### src/rtl/key_debounce_pkg.sv
// Shared types and defaults for the push-button conditioner.
// Channel FSM encoding plus the cycle counts for a 50 MHz clock.
package key_debounce_pkg;

  typedef enum logic [2:0] {
    StIdle,
    StDebPress,
    StHeld,
    StRepeat,
    StDebRelease
  } chan_state_e;

  localparam int unsigned DefNKeys             = 3;
  localparam int unsigned DefDebounceCycles    = 1000000;
  localparam int unsigned DefRepeatDelayCycles = 25000000;
  localparam int unsigned DefRepeatRateCycles  = 5000000;

  function automatic int unsigned max3(input int unsigned a, input int unsigned b,
                                       input int unsigned c);
    int unsigned m;
    m = (a > b) ? a : b;
    return (m > c) ? m : c;
  endfunction

  // Bits needed to hold every count from 0 up to and including max_cycles.
  function automatic int unsigned cnt_width(input int unsigned max_cycles);
    return $clog2(max_cycles + 1);
  endfunction

endpackage

### src/rtl/key_debounce_if.sv
// Key pin / PIO bundle between the KEY pins, the conditioner and its consumers.
// The slave side is the conditioner; the master side is the board/consumer side.
interface key_debounce_if #(
  parameter int unsigned N_KEYS = 3
);

  logic [N_KEYS-1:0] key_n_i;
  logic [N_KEYS-1:0] key_export_o;
  logic [N_KEYS-1:0] key_press_o;
  logic [N_KEYS-1:0] key_release_o;
  logic [N_KEYS-1:0] key_repeat_o;

  modport master (
    output key_n_i,
    input  key_export_o,
    input  key_press_o,
    input  key_release_o,
    input  key_repeat_o
  );

  modport slave (
    input  key_n_i,
    output key_export_o,
    output key_press_o,
    output key_release_o,
    output key_repeat_o
  );

endinterface

### src/rtl/key_debounce_chan.sv
// One key: two-flop synchroniser, debounce/auto-repeat FSM and registered event pulses.
// Auto-repeat is only built when KEY_DEBOUNCE_REPEAT_EN is defined.
module key_debounce_chan
  import key_debounce_pkg::*;
#(
  parameter int unsigned DEBOUNCE_CYCLES     = DefDebounceCycles,
  parameter int unsigned REPEAT_DELAY_CYCLES = DefRepeatDelayCycles,
  parameter int unsigned REPEAT_RATE_CYCLES  = DefRepeatRateCycles,
  parameter int unsigned CntW                = 20
) (
  input  logic clk_i,
  input  logic rst_i,
  input  logic key_n_i,
  output logic level_o,
  output logic press_o,
  output logic release_o,
  output logic repeat_o
);

  if (DEBOUNCE_CYCLES < 2) begin : g_bad_debounce
    $fatal(1, "key_debounce_chan: DEBOUNCE_CYCLES must be >= 2");
  end
  if (REPEAT_DELAY_CYCLES < 2) begin : g_bad_delay
    $fatal(1, "key_debounce_chan: REPEAT_DELAY_CYCLES must be >= 2");
  end
  if (REPEAT_RATE_CYCLES < 2) begin : g_bad_rate
    $fatal(1, "key_debounce_chan: REPEAT_RATE_CYCLES must be >= 2");
  end

  localparam logic [CntW-1:0] DebLast = CntW'(DEBOUNCE_CYCLES - 1);
`ifdef KEY_DEBOUNCE_REPEAT_EN
  localparam logic [CntW-1:0] DlyLast  = CntW'(REPEAT_DELAY_CYCLES - 1);
  localparam logic [CntW-1:0] RateLast = CntW'(REPEAT_RATE_CYCLES - 1);
`endif

  logic            sync1_q, sync1_d;
  logic            sync2_q, sync2_d;
  chan_state_e     state_q, state_d;
  logic [CntW-1:0] cnt_q, cnt_d;
  logic            level_q, level_d;
  logic            press_q, press_d;
  logic            release_q, release_d;
  logic            repeat_q, repeat_d;

  always_comb begin
    sync1_d   = key_n_i;
    sync2_d   = sync1_q;
    state_d   = state_q;
    cnt_d     = cnt_q + 1'b1;
    level_d   = level_q;
    press_d   = 1'b0;
    release_d = 1'b0;
    repeat_d  = 1'b0;

    unique case (state_q)
      StIdle: begin
        cnt_d = '0;
        if (!sync2_q) state_d = StDebPress;
      end
      StDebPress: begin
        if (sync2_q) begin
          state_d = StIdle;
          cnt_d   = '0;
        end else if (cnt_q == DebLast) begin
          state_d = StHeld;
          level_d = 1'b0;
          press_d = 1'b1;
          cnt_d   = '0;
        end
      end
      StHeld: begin
        if (sync2_q) begin
          state_d = StDebRelease;
          cnt_d   = '0;
`ifdef KEY_DEBOUNCE_REPEAT_EN
        end else if (cnt_q == DlyLast) begin
          state_d  = StRepeat;
          repeat_d = 1'b1;
          cnt_d    = '0;
        end
`else
        end else begin
          // Nothing to time while held; park the counter.
          cnt_d = '0;
        end
`endif
      end
`ifdef KEY_DEBOUNCE_REPEAT_EN
      StRepeat: begin
        // Release wins over a coincident repeat terminal count.
        if (sync2_q) begin
          state_d = StDebRelease;
          cnt_d   = '0;
        end else if (cnt_q == RateLast) begin
          repeat_d = 1'b1;
          cnt_d    = '0;
        end
      end
`endif
      StDebRelease: begin
        if (!sync2_q) begin
          state_d = StHeld;
          cnt_d   = '0;
        end else if (cnt_q == DebLast) begin
          state_d   = StIdle;
          level_d   = 1'b1;
          release_d = 1'b1;
          cnt_d     = '0;
        end
      end
      default: begin
        state_d = StIdle;
        cnt_d   = '0;
      end
    endcase
  end

  always_ff @(posedge clk_i) begin
    if (rst_i) begin
      sync1_q   <= 1'b1;
      sync2_q   <= 1'b1;
      state_q   <= StIdle;
      cnt_q     <= '0;
      level_q   <= 1'b1;
      press_q   <= 1'b0;
      release_q <= 1'b0;
      repeat_q  <= 1'b0;
    end else begin
      sync1_q   <= sync1_d;
      sync2_q   <= sync2_d;
      state_q   <= state_d;
      cnt_q     <= cnt_d;
      level_q   <= level_d;
      press_q   <= press_d;
      release_q <= release_d;
      repeat_q  <= repeat_d;
    end
  end

  assign level_o   = level_q;
  assign press_o   = press_q;
  assign release_o = release_q;
  assign repeat_o  = repeat_q;

endmodule

### src/rtl/key_debounce.sv
// DE1-SoC KEY conditioner: N_KEYS independent channels feeding the HPS key PIO and
// FPGA-side event consumers. Define KEY_DEBOUNCE_REPEAT_EN to build auto-repeat.
module key_debounce
  import key_debounce_pkg::*;
#(
  parameter int unsigned N_KEYS              = DefNKeys,
  parameter int unsigned DEBOUNCE_CYCLES     = DefDebounceCycles,
  parameter int unsigned REPEAT_DELAY_CYCLES = DefRepeatDelayCycles,
  parameter int unsigned REPEAT_RATE_CYCLES  = DefRepeatRateCycles
) (
  input  logic                clk_clk,
  input  logic                reset_reset,
  key_debounce_if.slave       key_bus
);

`ifdef KEY_DEBOUNCE_REPEAT_EN
  localparam int unsigned CntW =
      cnt_width(max3(DEBOUNCE_CYCLES, REPEAT_DELAY_CYCLES, REPEAT_RATE_CYCLES));
`else
  localparam int unsigned CntW = cnt_width(max3(DEBOUNCE_CYCLES, 0, 0));
`endif

  logic [N_KEYS-1:0] level;
  logic [N_KEYS-1:0] press;
  logic [N_KEYS-1:0] release_p;
  logic [N_KEYS-1:0] repeat_p;

  for (genvar i = 0; i < N_KEYS; i++) begin : g_chan
    key_debounce_chan #(
      .DEBOUNCE_CYCLES    (DEBOUNCE_CYCLES),
      .REPEAT_DELAY_CYCLES(REPEAT_DELAY_CYCLES),
      .REPEAT_RATE_CYCLES (REPEAT_RATE_CYCLES),
      .CntW               (CntW)
    ) u_chan (
      .clk_i    (clk_clk),
      .rst_i    (reset_reset),
      .key_n_i  (key_bus.key_n_i[i]),
      .level_o  (level[i]),
      .press_o  (press[i]),
      .release_o(release_p[i]),
      .repeat_o (repeat_p[i])
    );
  end

  assign key_bus.key_export_o  = level;
  assign key_bus.key_press_o   = press;
  assign key_bus.key_release_o = release_p;
  assign key_bus.key_repeat_o  = repeat_p;

endmodule

### src/flat_wrapper.sv
// flat-port wrapper written by rule: the top's interface ports become plain ports
module key_debounce_flat import key_debounce_pkg::*;
#(
  parameter int unsigned N_KEYS              = DefNKeys,
  parameter int unsigned DEBOUNCE_CYCLES     = DefDebounceCycles,
  parameter int unsigned REPEAT_DELAY_CYCLES = DefRepeatDelayCycles,
  parameter int unsigned REPEAT_RATE_CYCLES  = DefRepeatRateCycles
)
  (clk_clk, reset_reset, key_bus_key_n_i, key_bus_key_export_o, key_bus_key_press_o, key_bus_key_release_o, key_bus_key_repeat_o);
  key_debounce_if #(.N_KEYS(N_KEYS)) key_bus_i ();
  input  logic clk_clk;
  input  logic reset_reset;
  input wire logic [$bits(key_bus_i.key_n_i)-1:0] key_bus_key_n_i;
  output wire logic [$bits(key_bus_i.key_export_o)-1:0] key_bus_key_export_o;
  output wire logic [$bits(key_bus_i.key_press_o)-1:0] key_bus_key_press_o;
  output wire logic [$bits(key_bus_i.key_release_o)-1:0] key_bus_key_release_o;
  output wire logic [$bits(key_bus_i.key_repeat_o)-1:0] key_bus_key_repeat_o;
  assign key_bus_i.key_n_i = key_bus_key_n_i;
  assign key_bus_key_export_o = key_bus_i.key_export_o;
  assign key_bus_key_press_o = key_bus_i.key_press_o;
  assign key_bus_key_release_o = key_bus_i.key_release_o;
  assign key_bus_key_repeat_o = key_bus_i.key_repeat_o;
  key_debounce #(.N_KEYS(N_KEYS), .DEBOUNCE_CYCLES(DEBOUNCE_CYCLES), .REPEAT_DELAY_CYCLES(REPEAT_DELAY_CYCLES), .REPEAT_RATE_CYCLES(REPEAT_RATE_CYCLES)) u_core (.clk_clk(clk_clk), .reset_reset(reset_reset), .key_bus(key_bus_i));
endmodule
### config.mk
export PLATFORM = sky130hd
export DESIGN_NAME = key_debounce_flat
export DESIGN_NICKNAME = d
export VERILOG_FILES = /design/src/rtl/key_debounce_pkg.sv /design/src/rtl/key_debounce_if.sv /design/src/rtl/key_debounce_chan.sv /design/src/rtl/key_debounce.sv /design/src/flat_wrapper.sv
export SDC_FILE = /design/constraint.sdc
export NUM_CORES = 1
export LEC_CHECK = 0
export BUFFER_PORTS_ARGS = -buffer_cell sky130_fd_sc_hd__buf_2
export CAP_MARGIN = 5
export CORE_MARGIN = 2
export CORE_UTILIZATION = 35
export CTS_BUF_LIST = sky130_fd_sc_hd__clkbuf_8
export DETAILED_ROUTE_END_ITERATION = 10
export GPL_TIMING_DRIVEN = 0
export MAX_ROUTING_LAYER = met4
export PLACE_DENSITY_LB_ADDON = 0.15
export SYNTH_ARGS = -nofsm -noshare
export SYNTH_HDL_FRONTEND = slang
export SYNTH_HIERARCHICAL = 1
export SYNTH_SLANG_ARGS = --single-unit
### constraint.sdc
create_clock -name clk_clk -period 3 [get_ports clk_clk]
set_input_delay 0.6 -clock clk_clk [delete_from_list [all_inputs] [get_ports clk_clk]]
set_output_delay 0.6 -clock clk_clk [all_outputs]
set_load 0.1 [all_outputs]
==> results.sh <==
export IMPL_part_of_the_power_in_registers_pct=56.5
export IMPL_grt_max_degree=20
export IMPL_timing_max_cap_violations=0
export IMPL_synth_sequential_area_ratio_pct=45.8
export IMPL_clock_power_share_pct=41.6
export IMPL_register_area_um2=1680
export IMPL_synth_warnings=6
export IMPL_number_of_buffers_added_by_the_clock_tree_synthesis_step=9
export IMPL_synthToLayoutAreaGrowth_pct=11.9
export IMPL_quantity_of_hold_fixing_buffers_added_after_cts=0
export IMPL_num_rows=37
export IMPL_xor_xnor_cell_area_share_of_the_yosys_netlist_pct=9.79
export IMPL_globalRoute_totalOverflow=0
export IMPL_post_cts_resized_instances=0
export IMPL_required_ns=3.29
export IMPL_placeableCoreArea_um2=10200
export IMPL_initial_utilization_pct=35.9
export IMPL_setup_clock_skew_after_layout_ns=0.00860
export IMPL_tritoncts_clock_tree="built"
export IMPL_rrSetupSlack_ns=0.70
export IMPL_setup_tns_final_ns=0
export IMPL_x_dimension_of_the_die_um=106
export IMPL_highest_count_cells_in_the_layout_ignoring_fill_and_taps="dfxtp_1, nor2_1, nand2_1"
export IMPL_globalplace_congestion=0.752
export IMPL_diodes=0
export IMPL_max_slew_vio_count=0
export IMPL_vias=2928
export IMPL_maximum_fanout_encountered_on_the_critical_timing_path=7
export IMPL_ys_ff_latch=84
export IMPL_number_of_placed_cells_counting_well_taps=566
export IMPL_root_driver="clkbuf_8"
export IMPL_combinational_family_with_the_most_area_after_synthesis="simple AND/OR/NAND/NOR gates"
export IMPL_detailedRoute_firstPassIterationCount=4
export IMPL_syn_cell_area_um2=3670
export IMPL_rsz0062_at_grt="false"
export IMPL_area_of_combinational_cells_with_multiple_inputs_um2=1870
export IMPL_r2r_start="u_core/g_chan[1].u_chan/cnt_q[8]"
export IMPL_place_ws_ns=0.712
export IMPL_area_fraction_in_compound_gates_after_synthesis_pct=9.14
export IMPL_setup_viol_count_final=0
export IMPL_r2r_worst_path_cells=5
export IMPL_power_leakage_uw=0.00128
export IMPL_startpoint_type="register"
export IMPL_drc_errors_left=0
export IMPL_timing_final_crit_share_pct=76.8
export IMPL_peakVddDrop_mv=0.280
export IMPL_synthesis_nets=425
export IMPL_hpwl_um=4990
export IMPL_average_wire_per_cell_in_the_routed_design_um=12.3
export IMPL_status="complete, no violations"
export IMPL_worstPathArrival_ns=2.59
export IMPL_synth_edff_count=0
export IMPL_internal_power_uw=1550
export IMPL_layout_cells_non_filler=582
export IMPL_synthArstFlopShare_pct=0
export IMPL_fillers=1054
export IMPL_max_freq_mhz=434
export IMPL_floorplan_io_pins=17
export IMPL_launch_point_of_the_worst_path="u_core/g_chan[1].u_chan/cnt_q[8]"
export IMPL_cts_setup_buffers=0
export IMPL_nNetsFinal=449
export IMPL_ctsLongestPathBuffers=2
export IMPL_hold_viol_final=0
export IMPL_cts_sink_count=84
export IMPL_switching_share_of_power_pct=21.8
export IMPL_critPathKind="reg -> reg"
export IMPL_buffer_ports_inserted=13
export IMPL_groute_usage_overall_pct=14.2
export IMPL_design_die_area_um2=11300
export IMPL_finalWirelength_um=7160
export IMPL_clk_insertion_delay_late_ns=0.36
export IMPL_mostFrequentLayoutCell="dfxtp_1"
export IMPL_post_synthesis_share_of_cell_area_spent_on_full_adders_half_adders_and_majority_gates_pct=1.02
export IMPL_number_of_antenna_violations_at_the_first_check_in_global_routing=0
export IMPL_ys_flop_type="dfxtp_1"
export IMPL_drive_above_1_share_pct=11.4
export IMPL_grt_pass1_wl_um=12500
export IMPL_holdCritPathClass="reg -> reg"
export IMPL_via_per_inst=5.03
export IMPL_number_of_distinct_library_cells_after_synthesis=44
export IMPL_min_period_ns=2.30
export IMPL_p_switching_uw=433
export IMPL_crit_path_end_kind="register"
export IMPL_total_power_uw=1990
export IMPL_detailedRoute_firstIterationViolations=134
export IMPL_final_antenna_net_count=0
export IMPL_die_h_um=106
export IMPL_syn_instance_count=417
export IMPL_worst_setup_hold_path_clk_slew_ns=0.08
export IMPL_timing_endpoint_of_the_critical_path="u_core/g_chan[1].u_chan/level_o"
export IMPL_pwr_share_comb_pct=1.9
export IMPL_htree_levels=3
export IMPL_synth_simple_gate_area_share_pct=30.8
export IMPL_finalWorstSetupSlack_ns=0.697
export IMPL_syn_avg_cell_area_um2=8.80
export IMPL_synth_mux_area_fraction_pct=0
export IMPL_whs_ns=0.414
export IMPL_reg2reg_to="u_core/g_chan[1].u_chan/level_o"
export IMPL_power_density_nw_per_um2=484
export IMPL_first_global_vias=2660
==> final cells by class <==
class | instances | area share (%)
tap | 136 | 4.14
clock inverter | 5 | 1.25
buffer | 18 | 2.19
sequential | 84 | 41.0
inverter | 6 | 0.548
timing repair buffer | 13 | 1.58
multi-input combinational | 309 | 45.6
clock buffer | 11 | 3.69
==> routing by layer <==
layer	global-route usage [%]	up-vias	routed length (um)
li1	-	1521	-
met1	17.4	1363	3590
met2	21.5	37	3220
met3	5.52	7	242
met4	4.79	0	110
met5	-	-	0
==> registers in the layout, indices dropped and copies added, names as in the netlist <==
name / flops
u_core/g_chan.u_chan/level_o: 3
u_core/g_chan.u_chan/state_q: 9
u_core/g_chan.u_chan/release_o: 3
u_core/g_chan.u_chan/press_o: 3
u_core/g_chan.u_chan/cnt_q: 60
u_core/g_chan.u_chan/sync1_q: 3
u_core/g_chan.u_chan/sync2_q: 3
==> logic make-up after synthesis <==
group                      Yosys count
AOI/OAI and AO/OA                   52
adders and majority gates            3
xor gates and xnor gates            41
other                                3
DFF                                 84
buffers and inverters               24
and+or+nand+nor                    210
==> worst min path at each step <==
stage,to,cells past startpoint,start
6_report,u_core/g_chan[1].u_chan/sync2_q,1,u_core/g_chan[1].u_chan/sync1_q
5_1_grt,u_core/g_chan[0].u_chan/sync1_q,2,key_bus_key_n_i[0]
4_1_cts,u_core/g_chan[0].u_chan/sync1_q,2,key_bus_key_n_i[0]
3_5_place_dp,u_core/g_chan[2].u_chan/sync2_q,1,u_core/g_chan[2].u_chan/sync1_q
3_3_place_gp,u_core/g_chan[1].u_chan/sync2_q,1,u_core/g_chan[1].u_chan/sync1_q
2_1_floorplan,u_core/g_chan[0].u_chan/sync2_q,1,u_core/g_chan[0].u_chan/sync1_q
==> metrics by stage <==
step,instance area [um^2],util [%]
finish,4110,40.1
global route,4110,40.1
CTS,4110,40.1
detailed placement,3900,38.2
global placement,3900,38.2
floorplan,3670,-
==> power groups by stage <==
stage / clock, uW / sequential, uW / combinational [uW]
2_1_floorplan: 0 / 1150 / 29.8
3_3_place_gp: 0 / 1150 / 37.3
3_5_place_dp: 0 / 1150 / 37.5
4_1_cts: 864 / 1120 / 37.6
5_1_grt: 912 / 1120 / 40.9
6_report: 826 / 1120 / 37.5
==> synthesized netlist by cell type (5+ instances only) <==
cell	n	area share (%)
xor2_1	22	5.3
nor3_1	9	1.2
buf_2	9	1.2
nor4_1	5	0.85
or2_2	6	1.0
clkbuf_1	6	0.61
o31ai_1	8	1.6
or4_1	9	1.8
and4_1	11	2.6
nand4_1	13	2.2
nand3_1	22	3.0
inv_1	6	0.61
or3_1	9	1.5
a21oi_1	18	2.5
and3_1	5	0.85
dfxtp_1	84	46
nor2_1	65	6.7
xnor2_1	19	4.5
nor4b_1	5	1.2
nand2b_1	10	1.7
o21ai_0	6	0.82
nand2_1	27	2.8
==> critical path, cell delays in order, from the launching register on <==
cell and delay, ns:
dfxtp_1 0.35, or4b_1 0.53, or4_1 0.52, buf_2 0.17
or4_4 0.49, a22oi_1 0.17
Note: power is estimated with default switching activity, not from simulation.
